==> config.mk <==
export PLATFORM = sky130hd
export DESIGN_NAME = agen_split_stage
export DESIGN_NICKNAME = d
export VERILOG_FILES = /design/src/rtl/agen_split_stage.sv
export SDC_FILE = /design/constraint.sdc
export NUM_CORES = 1
export LEC_CHECK = 0
export ABC_AREA = 1
export ABC_CLOCK_PERIOD_IN_PS = 3700
export CAP_MARGIN = 20
export CORE_ASPECT_RATIO = 0.9
export CORE_MARGIN = 4
export CORE_UTILIZATION = 38
export DETAILED_ROUTE_END_ITERATION = 8
export SYNTH_ARGS = -nofsm -noshare
export SYNTH_HDL_FRONTEND = slang
export SYNTH_SLANG_ARGS = --single-unit
==> constraint.sdc <==
create_clock -name clk -period 3.7 [get_ports clk]
set_input_delay 0.555 -clock clk [delete_from_list [all_inputs] [get_ports clk]]
set_output_delay 0.555 -clock clk [all_outputs]
set_load 0.01 [all_outputs]
==> src/rtl/agen_split_stage.sv <==
// Address-generation output stage: adds displacement to the SIB address, registers the
// linear address toward memory, and splits 8-byte-line-crossing accesses into two pieces.
module agen_split_stage #(
  parameter int unsigned TAG_W = 4
) (
  input  logic             clk,
  input  logic             reset,
  input  logic             flush,
  input  logic             in_valid,
  output logic             in_ready,
  input  logic [31:0]      sib_addr,
  input  logic [31:0]      disp,
  input  logic             disp_en,
  input  logic [1:0]       opsize,
  input  logic [TAG_W-1:0] in_tag,
  output logic             out_valid,
  input  logic             out_ready,
  output logic [31:0]      out_addr,
  output logic [7:0]       out_be,
  output logic             out_first,
  output logic             out_last,
  output logic [TAG_W-1:0] out_tag
);

  typedef enum logic [1:0] {
    EMPTY  = 2'd0,
    HOLD   = 2'd1,
    SPLIT1 = 2'd2
  } state_t;

  state_t state, state_n;

  logic             valid_n;
  logic [31:0]      addr_n;
  logic [7:0]       be_n;
  logic             first_n, last_n;
  logic [TAG_W-1:0] tag_n;
  logic [31:0]      sec_addr, sec_addr_n;
  logic [7:0]       sec_be, sec_be_n;

  logic [31:0] lin;
  logic [3:0]  size;
  logic [2:0]  off;
  logic [3:0]  end_pos;
  logic        split;
  logic [7:0]  size_mask;
  logic [7:0]  be_single, be_first, be_second;
  logic [2:0]  sec_sh;
  logic [31:0] next_line;
  logic        accept;

  // Address arithmetic and piece encoding for the incoming access
  always_comb begin
    lin       = sib_addr + (disp_en ? disp : 32'd0);
    size      = 4'd1 << opsize;
    off       = lin[2:0];
    end_pos   = 4'(off) + size;
    split     = (end_pos > 4'd8);
    case (opsize)
      2'b00:   size_mask = 8'h01;
      2'b01:   size_mask = 8'h03;
      2'b10:   size_mask = 8'h0F;
      default: size_mask = 8'hFF;
    endcase
    be_single = size_mask << off;
    be_first  = 8'hFF << off;
    sec_sh    = 3'(end_pos - 4'd8);
    be_second = (8'd1 << sec_sh) - 8'd1;
    next_line = {lin[31:3] + 29'd1, 3'b000};
  end

  assign in_ready = (state == EMPTY) || ((state == HOLD) && out_ready);
  assign accept   = in_valid && in_ready && !flush;

  // Next-state and next-output logic
  always_comb begin
    state_n    = state;
    valid_n    = out_valid;
    addr_n     = out_addr;
    be_n       = out_be;
    first_n    = out_first;
    last_n     = out_last;
    tag_n      = out_tag;
    sec_addr_n = sec_addr;
    sec_be_n   = sec_be;

    if (flush) begin
      state_n = EMPTY;
      valid_n = 1'b0;
    end else begin
      case (state)
        SPLIT1: begin
          if (out_ready) begin
            state_n = HOLD;
            addr_n  = sec_addr;
            be_n    = sec_be;
            first_n = 1'b0;
            last_n  = 1'b1;
          end
        end
        HOLD: begin
          if (out_ready && !accept) begin
            state_n = EMPTY;
            valid_n = 1'b0;
          end
        end
        default: ;
      endcase

      // Load a new access; only reachable from EMPTY or a draining HOLD
      if (accept) begin
        state_n    = split ? SPLIT1 : HOLD;
        valid_n    = 1'b1;
        addr_n     = lin;
        be_n       = split ? be_first : be_single;
        first_n    = 1'b1;
        last_n     = !split;
        tag_n      = in_tag;
        sec_addr_n = next_line;
        sec_be_n   = be_second;
      end
    end
  end

  always_ff @(posedge clk or posedge reset) begin
    if (reset) begin
      state     <= EMPTY;
      out_valid <= 1'b0;
      out_addr  <= 32'd0;
      out_be    <= 8'd0;
      out_first <= 1'b0;
      out_last  <= 1'b0;
      out_tag   <= '0;
      sec_addr  <= 32'd0;
      sec_be    <= 8'd0;
    end else begin
      state     <= state_n;
      out_valid <= valid_n;
      out_addr  <= addr_n;
      out_be    <= be_n;
      out_first <= first_n;
      out_last  <= last_n;
      out_tag   <= tag_n;
      sec_addr  <= sec_addr_n;
      sec_be    <= sec_be_n;
    end
  end

endmodule

=== Word level (Yosys, flattened, before mapping) ===
Index checks and enable logic that the tools add are counted.

* Input port bits: 76
* Word-level logic and storage cells: 70
* Output and inout port bits: 48
* Register bits after elaboration: 86

* Shifts and indexed selects: 4
* Add/subtract/negate cells: 5
* Reductions and logical operators: 19
* Equality and inequality tests: 6
* Bitwise logic cells: 1
* $lt $le $gt $ge: 1
* Mux-type cells: 25

{| class="wikitable"
|+ Operators with widths
! kind !! count
|-
| $mux W32 || 4
|-
| $add A32 B32 Y32 || 1
|-
| $mux W8 || 4
|-
| $add A29 B1 Y29 const B || 1
|-
| $pmux W8 S3 || 1
|-
| $mux W1 || 10
|-
| $mux W2 || 5
|-
| $shl A1 B3 Y8 const A || 1
|-
| $shl A8 B3 Y8 || 1
|-
| $shl A8 B3 Y8 const A || 1
|-
| $sub A8 B1 Y8 const B || 1
|-
| $reduce_and A3 Y1 || 2
|-
| $reduce_bool A3 Y1 || 2
|-
| $add A3 B4 Y4 || 1
|-
| $eq A2 B1 Y1 const B || 2
|-
| $eq A2 B2 Y1 const B || 2
|-
| $gt A4 B4 Y1 const B || 1
|-
| $logic_and A1 B1 Y1 || 4
|-
| $logic_not A2 Y1 || 2
|-
| $ne A4 B3 Y1 const B || 1
|-
| $ne A4 B4 Y1 const B || 1
|-
| $pmux W2 S2 || 1
|-
| $reduce_and A2 Y1 || 2
|-
| $reduce_bool A2 Y1 || 2
|-
| 6 further kinds || 8
|}

=== Depth between registers and ports, before layout ===
* Depth in word-level cells: 11
* Gate-level depth with buffers: 23
* Depth with buffers taken out: 22

=== Worst setup path before layout ===
Ideal clock, no wire load.

* Kind: input to register
* Start: input disp_en
* End: register out_be[2]
* Path slack: 0.215 ns
* Buffers on the path: 1
* Library setup time: 0.082 ns
* Arrival time: 3.404 ns
* Required time: 3.618 ns
* Stages on the path: 18
* Path through: clkbuf_1 > nand2_1 > inv_1 > ha_1 > fa_1 > inv_1 > fa_1 > inv_1 > or2_2 > nand2_1 > inv_1 > nor3_1 > or2_2 > nand2_1 > o21ai_0 > o21ai_0 > nand2_1 > a31oi_1

* Word-level cells in the longest chain between the ends: 6
* Elaborated cells between the ends (all ways): 8
* Classes of those cells: add/sub: 2; order compare: 1; shift: 2; mux: 3

{| class="wikitable"
|+ Ends and longest elaborated chain
! what !! line !! RTL
|-
| start, declared || 13 || <nowiki>input logic disp_en,</nowiki>
|-
| $mux W32 (*) || 54 || <nowiki>lin = sib_addr + (disp_en ? disp : 32'd0);</nowiki>
|-
| $add A32 B32 Y32 (*) || 54 ||
|-
| $add A3 B4 Y4 || 57 || <nowiki>end_pos = 4'(off) + size;</nowiki>
|-
| $gt A4 B4 Y1 || 58 || <nowiki>split = (end_pos > 4'd8);</nowiki>
|-
| $mux W8 (*) || 115 || <nowiki>be_n = split ? be_first : be_single;</nowiki>
|-
| $mux W8 (*) || 111 || <nowiki>if (accept) begin</nowiki>
|-
| end signal, assigned || 140 || <nowiki>out_be <= be_n;</nowiki>
|-
| end, declared || 19 || <nowiki>output logic [7:0] out_be,</nowiki>
|}

Mark *: on every way between the ends. The rest lies on a longest branch, timed or not.
A chain may end at the register's enable or synchronous reset.

=== Worst setup path after layout ===
* Start: input disp_en
* End: register out_be[7]

Same word-level chain as after synthesis.

==> results.py <==
metrics = {
    "run": {
        "maxCapViolations": 0,
    },
    "cells_and_area": {
        "drive_gt1_share_pct": 12.4,
        "stdcell_area_mm2": 0.00970,
        "fillerInstances": 1956,
        "final_cell_mix": "445 x nand2_1, 198 x inv_1, 123 x clkdlybuf4s50_1, 107 x nor2_1, 86 x dfrtp_1",
        "antenna_cells": 0,
        "final_common_cell": "nand2_1",
        "nets": 1490,
        "area.growth.synth_to_final_pct": 31.5,
    },
    "route": {
        "routed_wl_um": 20200,
        "vias": 7616,
        "dr.pass1.iters": 5,
        "wl_per_cell_um": 12.4,
        "ant_nets": 0,
        "viasPerCell": 4.68,
        "dr.first_iter.drc_count": 348,
        "drc": 0,
    },
    "worst_setup_path": {
        "crit_path_start": "disp_en",
        "arrival_ns": 3.79,
        "r2r_start": "state[1]$_DFFE_PP0P_",
        "path_class": "input pin to flop",
        "setup.worst_path.end_class": "flop",
        "worstPathMaxFanout": 16,
        "start_kind": "input pin",
        "crit_required_ns": 3.97,
    },
    "floorplanning": {
        "pin_count": 124,
        "die_w_um": 155,
        "coreArea_mm2": 0.0191,
        "dieArea_mm2": 0.0217,
        "std_cell_rows": 48,
        "die_y_um": 140,
        "start_util_pct": 38.6,
    },
    "timing": {
        "slew-limit-headroom_pct": 53.9,
        "worst_pin_slew_ns": 0.691,
        "fmax_ghz": 0.284,
        "min_period_ns": 3.52,
        "min_period_over_period_pct": 95.3,
        "tns_ns": 0,
        "hold_viol_final": 0,
        "setup_viol": 0,
        "finalClockSkew_ns": 0.00582,
        "finalMaxSlewViolations": 0,
        "rsz0062_at_grt": "yes",
    },
    "cts": {
        "worst_skew_pair.late_latency_ns": 0.34,
        "path_clk_slew_ns": 0.07,
        "ctsHoldBuffers": 0,
        "cts-buffers-inserted": 9,
        "cts_tree": "yes",
        "cts_max_level": 3,
        "max-clock-path-buffers": 2,
        "cts_root_buffer": "clkbuf_16",
        "cts.sinks": 86,
    },
    "synth": {
        "synth-main-ff-cell": "dfrtp_1",
        "synth_edf_count": 0,
        "yosys.cell_types.count": 46,
        "yosysWarnings": 0,
        "ys_seq_elements": 86,
        "syn-num-nets": 1304,
        "async_flop_share_pct": 100,
        "syn-instance-count": 1186,
        "synth-seq-area-share_pct": 29.2,
        "netlist_area_mm2": 0.00738,
        "syn_area_per_cell_um2": 6.22,
    },
    "power_and_ir_drop": {
        "leakage_nw": 5.27,
        "pwr_density_cell_mw_per_mm2": 488,
        "irDropWorstVdd_uv": 288,
    },
    "placed_design": {
        "gp_congestion": 0.898,
        "portBuffers": 123,
        "post_dp_cell_area_mm2": 0.00939,
        "dpl.hpwl_um": 16400,
    },
    "global_routing": {
        "grt_use_total_pct": 19.1,
        "overflow": 0,
        "grt_pass1_vias": 7381,
        "grt_max_degree": 43,
        "antenna_found_initial": 0,
        "grt_pass1_wl_um": 34600,
    },
    "worst_hold_path": {
        "worstHoldStart": "out_first$_DFFE_PP0P_",
        "worstHoldPathType": "flop to flop",
    },
    "run_status": {
        "outcome": "finished clean",
    },
}
==> layout make-up <==
cell class / instances / area (um2) / area share [%]
repair buffers: 198 / 1810 / 18.6
flip-flops and latches: 86 / 2150 / 22.2
inverters: 210 / 791 / 8.15
clock buffers: 10 / 239 / 2.46
well taps: 250 / 313 / 3.22
multi-input cells: 867 / 4350 / 44.9
clock inverters: 6 / 47.5 / 0.490
==> cells in the mapped netlist, types with 4 or more instances <==
master | number | area [um2]
nand4_1 | 7 | 43.8
o221ai_1 | 12 | 105
nand3_2 | 13 | 130
a31oi_1 | 7 | 43.8
nor2_1 | 108 | 405
nand3b_1 | 4 | 30.0
nand2_1 | 445 | 1670
o211ai_1 | 5 | 37.5
clkbuf_1 | 16 | 60.1
nor2_4 | 4 | 45.0
ha_1 | 40 | 500
xor2_1 | 6 | 52.6
nor3_1 | 11 | 55.1
nor3_2 | 4 | 40.0
a21oi_1 | 27 | 135
nor2_2 | 5 | 31.3
dfrtp_1 | 86 | 2150
inv_2 | 7 | 26.3
nand2_2 | 29 | 181
nand3_1 | 68 | 340
o21ai_0 | 41 | 205
inv_1 | 199 | 747
==> worst max-delay path: stages <==
cell and delay, ns:
clkdlybuf4s50_1 0.44, buf_12 0.17, nand2_1 0.08, inv_1 0.05
ha_1 0.20, fa_2 0.56, inv_1 0.08, fa_1 0.41
inv_1 0.07, or2_2 0.10, nand2_1 0.05, inv_1 0.08
nor3_2 0.04, or2_2 0.29, nand2_1 0.08, buf_4 0.11
nand2_1 0.04, o21ai_0 0.10, nand2_1 0.12, a21oi_2 0.15
==> stage by stage <==
stage               util (%)  worst slack (ns)  instances  hold slack, ns  total power [mW]
finish                  50.8             0.175       1627           0.470              4.74
floorplan                  -             0.215       1186           0.432              2.81
CTS                     50.7            0.0250       1626           0.474              4.79
detailed placement      49.1            -0.392       1610           0.459              3.91
global placement        49.1            -0.332       1610           0.455              3.88
global route            50.8           -0.0138       1627           0.505              5.15
==> sequential cells by signal, summed over array words and instances (netlist names) <==
register,cells
out_be,8
out_valid,1
out_tag,4
out_first,1
out_addr,32
state,2
out_last,1
sec_be,8
sec_addr,29
==> logic make-up after synthesis <==
logic type,after synthesis,share of synthesized area (%)
simple gates,707,41.2
fa+ha+maj,42,7.33
xor+xnor,8,1.15
flops,86,29.2
compound gates,110,8.99
buf+inv,233,12.1
==> power by group <==
part / leakage, nW / internal (mW) / switching (mW) / total, mW
clock network: 0.127 / 0.475 / 0.384 / 0.859
logic: 4.09 / 1.09 / 1.22 / 2.31
registers: 1.05 / 1.38 / 0.193 / 1.57
total: 5.27 / 2.95 / 1.79 / 4.74
==> worst paths after layout <==
kind                                          end  slack (ns)  cells after the start
setup / recovery            out_be[7]$_DFFE_PP0P_        0.18                     20
hold / removal              out_first$_DFFE_PP0P_        0.47                      2
setup reg to reg            out_be[7]$_DFFE_PP0P_        1.34                     12
hold reg to reg             out_first$_DFFE_PP0P_        0.47                      2
min in group asynchronous  out_tag[2]$_DFFE_PP0P_        0.62                      2
max in group asynchronous   out_be[4]$_DFFE_PP0P_        2.31                      3
==> per-layer routing <==
metal	part of all wire, %	wire [um]	vias to the layer above	GRT usage, %
met2	47	9520	155	32.7
met5	0	0	-	0
met1	46	9370	3366	25.2
li1	-	-	4060	-
met4	2.1	429	0	5.16
met3	4.4	892	35	2.66
==> what timing repair did <==
action | in CTS | in global routing
buffers inserted | 0 | 1
pin swaps | 0 | 1
resized for setup | 1 | 7
cloned | 0 | 0
endpoints found under the hold margin | 0 | 0
setup endpoints to repair | 4 | 14
No activity file was read; power rests on OpenSTA's default activity.
